### src/rtl/counter_6_wrap_tally_pkg.sv
// rtl/counter_6_wrap_tally_pkg.sv - shared types and constants for the mod-6 wrap tally
package counter_6_wrap_tally_pkg;

  localparam int CNT_W = 3;
  localparam logic [CNT_W-1:0] CNT_MAX = 3'd5;

  typedef enum logic [1:0] {
    IDLE  = 2'd0,
    TRACK = 2'd1,
    FAULT = 2'd2
  } state_t;

  function automatic logic [CNT_W-1:0] cnt_succ(input logic [CNT_W-1:0] c);
    return (c == CNT_MAX) ? '0 : c + 1'b1;
  endfunction

endpackage

### src/rtl/sat_counter.sv
// rtl/sat_counter.sv - saturating up-counter with clear priority and registered sat flag
module sat_counter #(
  parameter int TALLY_W = 8
) (
  input  logic               clk,
  input  logic               rst,
  input  logic               inc,
  input  logic               clr,
  output logic [TALLY_W-1:0] value,
  output logic               sat
);

  localparam logic [TALLY_W-1:0] MAX = '1;

  logic [TALLY_W-1:0] value_nxt;

  always_comb begin
    value_nxt = value;
    if (clr)
      value_nxt = '0;
    else if (inc && (value != MAX))
      value_nxt = value + 1'b1;
  end

  // sat is registered from the next value so it tracks the tally register exactly
  always_ff @(posedge clk) begin
    if (rst) begin
      value <= '0;
      sat   <= 1'b0;
    end else begin
      value <= value_nxt;
      sat   <= (value_nxt == MAX);
    end
  end

endmodule

### src/rtl/counter_6_wrap_tally.sv
// rtl/counter_6_wrap_tally.sv - counts 5->0 wraps of an upstream mod-6 counter and flags illegal codes
// Optional step checking enabled by COUNTER_6_WRAP_TALLY_STEP_CHECK_EN.
module counter_6_wrap_tally
  import counter_6_wrap_tally_pkg::*;
#(
  parameter int TALLY_W = 8
) (
  input  logic               clk,
  input  logic               rst,
  input  logic [2:0]         cnt_in,
  input  logic               w_in,
  input  logic               clr,
  input  logic               err_ack,
  output logic [TALLY_W-1:0] tally,
  output logic               wrap_pulse,
  output logic               sat,
  output logic               err
);

  state_t           state, state_nxt;
  logic [CNT_W-1:0] prev_cnt;
  logic             prev_w;
  logic             wrap;
  logic             bad_code;
  logic             step_bad;

  assign bad_code = (cnt_in > CNT_MAX);

`ifdef COUNTER_6_WRAP_TALLY_STEP_CHECK_EN
  assign step_bad = prev_w ? (cnt_in != cnt_succ(prev_cnt)) : (cnt_in != prev_cnt);
`else
  logic unused_prev_w;
  assign unused_prev_w = prev_w;
  assign step_bad      = 1'b0;
`endif

  always_comb begin
    state_nxt = state;
    wrap      = 1'b0;
    case (state)
      IDLE:  state_nxt = bad_code ? FAULT : TRACK;
      TRACK: begin
        // an illegal code or step violation wins over wrap detection
        if (bad_code || step_bad)
          state_nxt = FAULT;
        else
          wrap = (prev_cnt == CNT_MAX) && (cnt_in == '0);
      end
      FAULT: if (err_ack) state_nxt = IDLE;
      default: state_nxt = IDLE;
    endcase
  end

  always_ff @(posedge clk) begin
    if (rst) begin
      state      <= IDLE;
      prev_cnt   <= '0;
      prev_w     <= 1'b0;
      wrap_pulse <= 1'b0;
      err        <= 1'b0;
    end else begin
      state      <= state_nxt;
      wrap_pulse <= wrap;
      err        <= (state_nxt == FAULT);
      if (state != FAULT) begin
        prev_cnt <= cnt_in;
        prev_w   <= w_in;
      end
    end
  end

  sat_counter #(
    .TALLY_W(TALLY_W)
  ) u_sat_counter (
    .clk  (clk),
    .rst  (rst),
    .inc  (wrap),
    .clr  (clr),
    .value(tally),
    .sat  (sat)
  );

endmodule

### config.mk
export PLATFORM = sky130hd
export DESIGN_NAME = counter_6_wrap_tally
export DESIGN_NICKNAME = d
export VERILOG_FILES = /design/src/rtl/counter_6_wrap_tally_pkg.sv /design/src/rtl/sat_counter.sv /design/src/rtl/counter_6_wrap_tally.sv
export SDC_FILE = /design/constraint.sdc
export NUM_CORES = 1
export LEC_CHECK = 0
export CORE_MARGIN = 1
export CORE_UTILIZATION = 47
export DETAILED_ROUTE_END_ITERATION = 12
export PLACE_DENSITY = 0.76
export SLEW_MARGIN = 20
export SYNTH_ARGS = -nofsm -noshare
export SYNTH_HDL_FRONTEND = slang
export SYNTH_HIERARCHICAL = 1
export SYNTH_SLANG_ARGS = --single-unit
### constraint.sdc
create_clock -name clk -period 2.7 [get_ports clk]
set_input_delay 0.27 -clock clk [delete_from_list [all_inputs] [get_ports clk]]
set_output_delay 0.27 -clock clk [all_outputs]
set_load 0.01 [all_outputs]
### Word level (Yosys, flattened, before mapping)

Index checks and enable logic that the tools add are counted.

* input bits: 8
* flip-flop bits (word level): 16
* output and inout port bits: 11

* order comparisons: 1
* add/subtract/negate cells: 1
* reductions and logical operators: 4
* eq/ne operators: 7
* mux-type cells: 8

Operators by type and width (count)
* 8-bit two-way mux: 2
* 8-bit by 1-bit adder with 8-bit output (second input constant): 1
* 8-bit equality test (second input constant): 1
* 8-bit != test (second input constant): 1
* 2-bit two-way mux: 3
* 2-bit one-hot mux with 3 select lines: 1
* 2-bit equality test (second input constant): 2
* 3-bit equality test (second input constant): 1
* 3-bit > comparator (second input constant): 1
* 3-bit zero test: 1
* 2-bit by 1-bit equality test with 1-bit output (second input constant): 1
* 1-bit logical AND: 2
* 2-bit zero test: 1
* 1-bit two-way mux: 2
* 2-bit != test (second input constant): 1

### Longest topological paths before layout

Gate-level depths: netlist (run 1).

* depth after elaboration: 8
* mapped depth: 8
* depth with buffers taken out: 7

### By module

Netlist (run 1), hierarchy kept.

Modules (own cells, without submodules)
* sat_counter: cells an instance 58, sequential area each 180.2 um2, area each 535.5 um2, times used 1
* counter_6_wrap_tally: cells an instance 23, sequential area each 140.1 um2, area each 255.2 um2, times used 1

### Worst setup path before layout (run 1)

Ideal clock, no wire load.

* path kind: reg2reg
* start: register prev_cnt[1]
* end: register u_sat_counter.sat
* setup time: 103 ps
* arrival: 1824 ps
* path slack: 772 ps
* cell stages (with the launch flop): 9
* buffers on the path: 1
* required time: 2597 ps
* period minus slack after synthesis: 1928 ps
* cells stage by stage: dfxtp_1 > nor4b_2 > nand4b_1 > nor2_1 > and4_1 > buf_4 > a31oi_1 > nand3b_1 > a2111oi_2

* word-level cells in the longest chain between the ends: 8

Ends and longest elaborated chain
* from (decl): RTL line counter_6_wrap_tally.sv:21 `logic [CNT_W-1:0] prev_cnt;`
* from (signal assigned): RTL line counter_6_wrap_tally.sv:66 `prev_cnt <= cnt_in;`
* 3-bit equality test: RTL line counter_6_wrap_tally.sv:47 `wrap = (prev_cnt == CNT_MAX) && (cnt_in == '0);`
* 1-bit logical AND: RTL line counter_6_wrap_tally.sv:47
* 1-bit two-way mux: RTL line counter_6_wrap_tally.sv:44 `if (bad_code || step_bad)`
* 1-bit two-way mux: RTL line counter_6_wrap_tally.sv:40 `case (state)`
* net wrap: RTL line counter_6_wrap_tally.sv:23 `logic wrap;`
* 1-bit logical AND: RTL line sat_counter.sv:21 `else if (inc && (value != MAX))`
* 8-bit two-way mux: RTL line sat_counter.sv:21
* 8-bit two-way mux: RTL line sat_counter.sv:19 `if (clr)`
* 8-bit equality test: RTL line sat_counter.sv:32 `sat <= (value_nxt == MAX);`
* to (signal assigned): RTL line sat_counter.sv:32
* to (decl): RTL line sat_counter.sv:10 `output logic sat`

The timed path passes the listed nets, and every way through them passes these cells.
A chain may end at the register's enable or synchronous reset.

### Final worst setup path (run 1)

* start: input cnt_in[2]
* end: register u_sat_counter.sat

* word-level cells in the longest chain between the ends: 8
* elaborated cells on any way between the ends: 9
* those cells by class: order compare (1); eq/ne (1); mux (4); reduce/logical (3)

Ends and longest elaborated chain
* from (decl): RTL line counter_6_wrap_tally.sv:10 `input logic [2:0] cnt_in,`
* parallel branches: the longest is 2 deep, another holds 3-bit > comparator
* 1-bit two-way mux (*): RTL line counter_6_wrap_tally.sv:44
* 1-bit two-way mux (*): RTL line counter_6_wrap_tally.sv:40
* net wrap: RTL line counter_6_wrap_tally.sv:23
* 1-bit logical AND (*): RTL line sat_counter.sv:21
* 8-bit two-way mux (*): RTL line sat_counter.sv:21
* 8-bit two-way mux (*): RTL line sat_counter.sv:19
* 8-bit equality test (*): RTL line sat_counter.sv:32

Mark *: on every way through the listed nets, which the timed path passes.

==> results of run 1 <==
[worst reg2reg max path: stages (launching register included)]
cell       delay [ns]
dfxtp_1          0.32
nor4b_2          0.26
nand4b_1         0.20
nor2_1           0.37
a21oi_1          0.15
a2111oi_0        0.45
o211ai_1         0.19
a2111oi_2        0.25
[layout make-up]
cell class / instances / area, µm² / share of cell area
clock buffer: 4 / 36.28 / 0.03571
inverter: 1 / 3.754 / 0.003695
multi-input combinational: 61 / 442.9 / 0.4360
sequential: 16 / 320.3 / 0.3153
tap: 16 / 20.02 / 0.01970
timing repair buffer: 20 / 192.7 / 0.1897
[flip-flops by register name, summed over array words and instances, names as in the netlist]
| name | count |
|---|---|
| u_sat_counter/value | 8 |
| err | 1 |
| state | 2 |
| prev_cnt | 3 |
| wrap_pulse | 1 |
| u_sat_counter/sat | 1 |
[cells by family (layout without fill, tap and decap cells)]
family / count (synthesis) / count (layout) / synth area share
adder cells (fa/ha/maj): 1 / 1 / 0.01582
multiplexers: 5 / 5 / 0.06329
flip-flops: 16 / 16 / 0.4051
XOR/XNOR: 1 / 1 / 0.01108
AND/OR/NAND/NOR: 39 / 39 / 0.3133
buffers and inverters: 4 / 25 / 0.03480
AO/OA/AOI/OAI: 15 / 15 / 0.1567
[cells in the mapped netlist, types with 2 or more instances]
master,instances
nand2b_1,2
o21ai_0,2
mux2i_1,5
nand4b_1,2
nand2_1,5
nand3_1,3
nand4_1,2
o211ai_1,3
a21oi_1,2
nor2_1,11
dfxtp_1,16
and3_1,2
[stage by stage]
step | hold slack [ns] | utilization | worst slack (ns) | power (mW)
2_1_floorplan | 0.3409 | - | 0.7721 | 0.2624
3_3_place_gp | 0.4766 | 0.6356 | 0.09316 | 0.2801
3_5_place_dp | 0.4883 | 0.6356 | 0.02464 | 0.2807
4_1_cts | 0.5118 | 0.6591 | 0.2881 | 0.4363
5_1_grt | 0.5587 | 0.6591 | 0.1641 | 0.4558
6_report | 0.5136 | 0.6591 | 0.2718 | 0.4324
[power groups by stage]
stage / logic (mW) / clock network (mW) / registers (mW)
3_5_place_dp: 0.0304 / 0 / 0.250
3_3_place_gp: 0.0299 / 0 / 0.250
6_report: 0.0302 / 0.157 / 0.245
2_1_floorplan: 0.0123 / 0 / 0.250
5_1_grt: 0.0330 / 0.177 / 0.246
4_1_cts: 0.0305 / 0.161 / 0.245
[layout by cell type (no fill, tap or decap), types with 3 or more instances in the layout]
cell,netlist,final
clkbuf_4,0,3
clkdlybuf4s50_1,0,17
nand2_1,5,5
mux2i_1,5,5
buf_4,1,3
o211ai_1,3,3
nand3_1,3,3
dfxtp_1,16,16
nor2_1,11,11
[worst max-delay path by stage]
stage                      from                 to  slack, ns  cells past startpoint
global placement      cnt_in[2]  u_sat_counter/sat       0.09                      8
detailed placement    cnt_in[2]  u_sat_counter/sat       0.02                      8
finish                cnt_in[2]  u_sat_counter/sat       0.27                      8
global route          cnt_in[1]  u_sat_counter/sat       0.16                      8
floorplan           prev_cnt[1]  u_sat_counter/sat       0.77                      8
CTS                   cnt_in[2]  u_sat_counter/sat       0.29                      8
[routing by layer]
layer	vias up	track usage
met5	-	0
met4	0	0.09091
met3	4	0.03830
met2	21	0.3030
met1	304	0.2703
li1	347	-
==> impl_metrics.sql, run 1 <==
INSERT INTO impl_metrics (metric_group, metric, value, unit) VALUES
('drt', 'drt-pass1-iter-count', '4', ''),
('power_and_ir_drop', 'p_sw', '0.09106', 'mW'),
('synth', 'synth_top_area_share', '0.4051', ''),
('placed_design', 'place_area', '979.7', 'µm²'),
('critical_path', 'cp_top_family', 'compound AO/OA/AOI/OAI gates', ''),
('cts', 'postCtsSetupBuffers', '0', ''),
('power_and_ir_drop', 'powerDensity', '425.6', 'mW/mm²'),
('synth', 'syn_avg_cell_area', '9.762', 'µm²'),
('power_and_ir_drop', 'pwr-share-seq', '0.566', ''),
('timing', 'period_utilization_post_route', '0.8993', ''),
('critical_path', 'timing.rr.end', 'u_sat_counter/sat', ''),
('cells_and_area', 'layout.filler_cells', '141', ''),
('power_and_ir_drop', 'leakage', '0.3893', 'nW'),
('synth', 'synth_area', '790.8', 'µm²'),
('global_routing', 'grt_first_pass_wirelength', '2766', 'µm'),
('synth', 'ys_ff_latch', '16', ''),
('timing', 'achievable-frequency', '411.8', 'MHz'),
('flow_run', 'max-cap-violations', '0', ''),
('timing', 'report.final.hold_viol_count', '0', ''),
('power_and_ir_drop', 'peakVddDrop', '0.0002653', 'V'),
('drt', 'antenna_violating_nets_post_route', '0', ''),
('cts', 'clk_latency', '0.28', 'ns'),
('global_routing', 'globalRouteTotalUtil', '0.1989', ''),
('cts', 'library_cell_used_as_clock_root_buffer', 'clkbuf_4', ''),
('drt', 'drt_wl_total', '1588', 'µm'),
('floorplan', 'initial_utilization', '0.5130', ''),
('cells_and_area', 'instances_no_fill', '118', ''),
('cells_and_area', 'drive_above_1_share', '0.1373', ''),
('critical_path', 'endpoint_kind', 'flip-flop', ''),
('cts', 'max-clock-path-buffers', '2', ''),
('cts', 'htreeDepth', '1', ''),
('power_and_ir_drop', 'power_frac_clock', '0.364', ''),
('synth', 'yosys-top-cells-area', 'dfxtp_1 41%, mux2i_1 6.3%, nor2_1 5.2%', ''),
('timing', 'drv_slew', '0', ''),
('cts', 'cts-resized-gates', '0', ''),
('critical_path', 'critical_path_peak_fanout', '5', ''),
('hold_path', 'timing.hold.worst.start', 'prev_cnt[2]', ''),
('power_and_ir_drop', 'power_share_of_the_combinational_group', '0.070', ''),
('global_routing', 'grt_overflow', '0', ''),
('drt', 'm1WireLength', '769', 'µm'),
('global_routing', 'antenna_found_initial', '0', ''),
('critical_path', 'reg2reg_setup_slack', '0.41', 'ns'),
('drt', 'detailroute.wirelength.met2', '732', 'µm'),
('critical_path', 'critPathSlowestCell', 'a2111oi_0', ''),
('timing', 'fin_crit', '2.428', 'ns'),
('drt', 'dr.first_iter.drc_count', '14', ''),
('cells_and_area', 'fin_area', '0.001016', 'mm²'),
('hold_path', 'cell_depth_of_the_worst_min_delay_path', '2', ''),
('placed_design', 'placed_cells', '114', ''),
('timing', 'fin_skew', '0.005419', 'ns'),
('timing', 'final-setup-viol-count', '0', ''),
('critical_path', 'cp.arrival', '2.60', 'ns'),
('critical_path', 'worstPathBufferInverterCount', '1', ''),
('outcome', 'status', 'finished, final reports clean', ''),
('critical_path', 'critical_path.max_stage_delay', '0.45', 'ns'),
('placed_design', 'numPortBuffers', '17', ''),
('critical_path', 'critPathRequiredTime', '2.88', 'ns'),
('synth', 'yosys_most_used_dff', 'dfxtp_1', ''),
('floorplan', 'dieWidth', '43.02', 'µm'),
('power_and_ir_drop', 'switching_share', '0.2106', ''),
('drt', 'wl_met3', '62', 'µm'),
('cells_and_area', 'layout.nets', '112', ''),
('cts', 'clock_buffer_count_from_cts', '3', ''),
('floorplan', 'boundaryPins', '19', ''),
('drt', 'route.detailed.vias_per_inst', '5.729', ''),
('timing', 'max-slew-margin-rel', '0.7132', ''),
('cells_and_area', 'antennaDiodeCount', '0', ''),
('synth', 'yosysUniqueCellTypes', '38', ''),
('global_routing', 'grt_pass1_vias', '628', ''),
('hold_path', 'hold_path.class', 'reg2reg', ''),
('global_routing', 'largest_net_degree_at_the_start_of_global_routing', '10', '');
Note: power is estimated with default switching activity, not from simulation.
==> run 2: changes to the inputs <==
--- a/config.mk
+++ b/config.mk
@@ -8,6 +8,7 @@
 export CORE_MARGIN = 1
 export CORE_UTILIZATION = 47
 export DETAILED_ROUTE_END_ITERATION = 12
+export GPL_ROUTABILITY_DRIVEN = 0
 export PLACE_DENSITY = 0.76
 export SLEW_MARGIN = 20
 export SYNTH_ARGS = -nofsm -noshare
==> results of run 2 <==
The final DEF is identical to that of run 1; final timing and power are the same.
==> run 3: changes to the inputs <==
--- a/config.mk
+++ b/config.mk
@@ -10,7 +10,7 @@
 export DETAILED_ROUTE_END_ITERATION = 12
 export GPL_ROUTABILITY_DRIVEN = 0
 export PLACE_DENSITY = 0.76
-export SLEW_MARGIN = 20
+export SLEW_MARGIN = 0
 export SYNTH_ARGS = -nofsm -noshare
 export SYNTH_HDL_FRONTEND = slang
 export SYNTH_HIERARCHICAL = 1
==> results of run 3 <==
The final DEF is identical to that of run 1; final timing and power are the same.
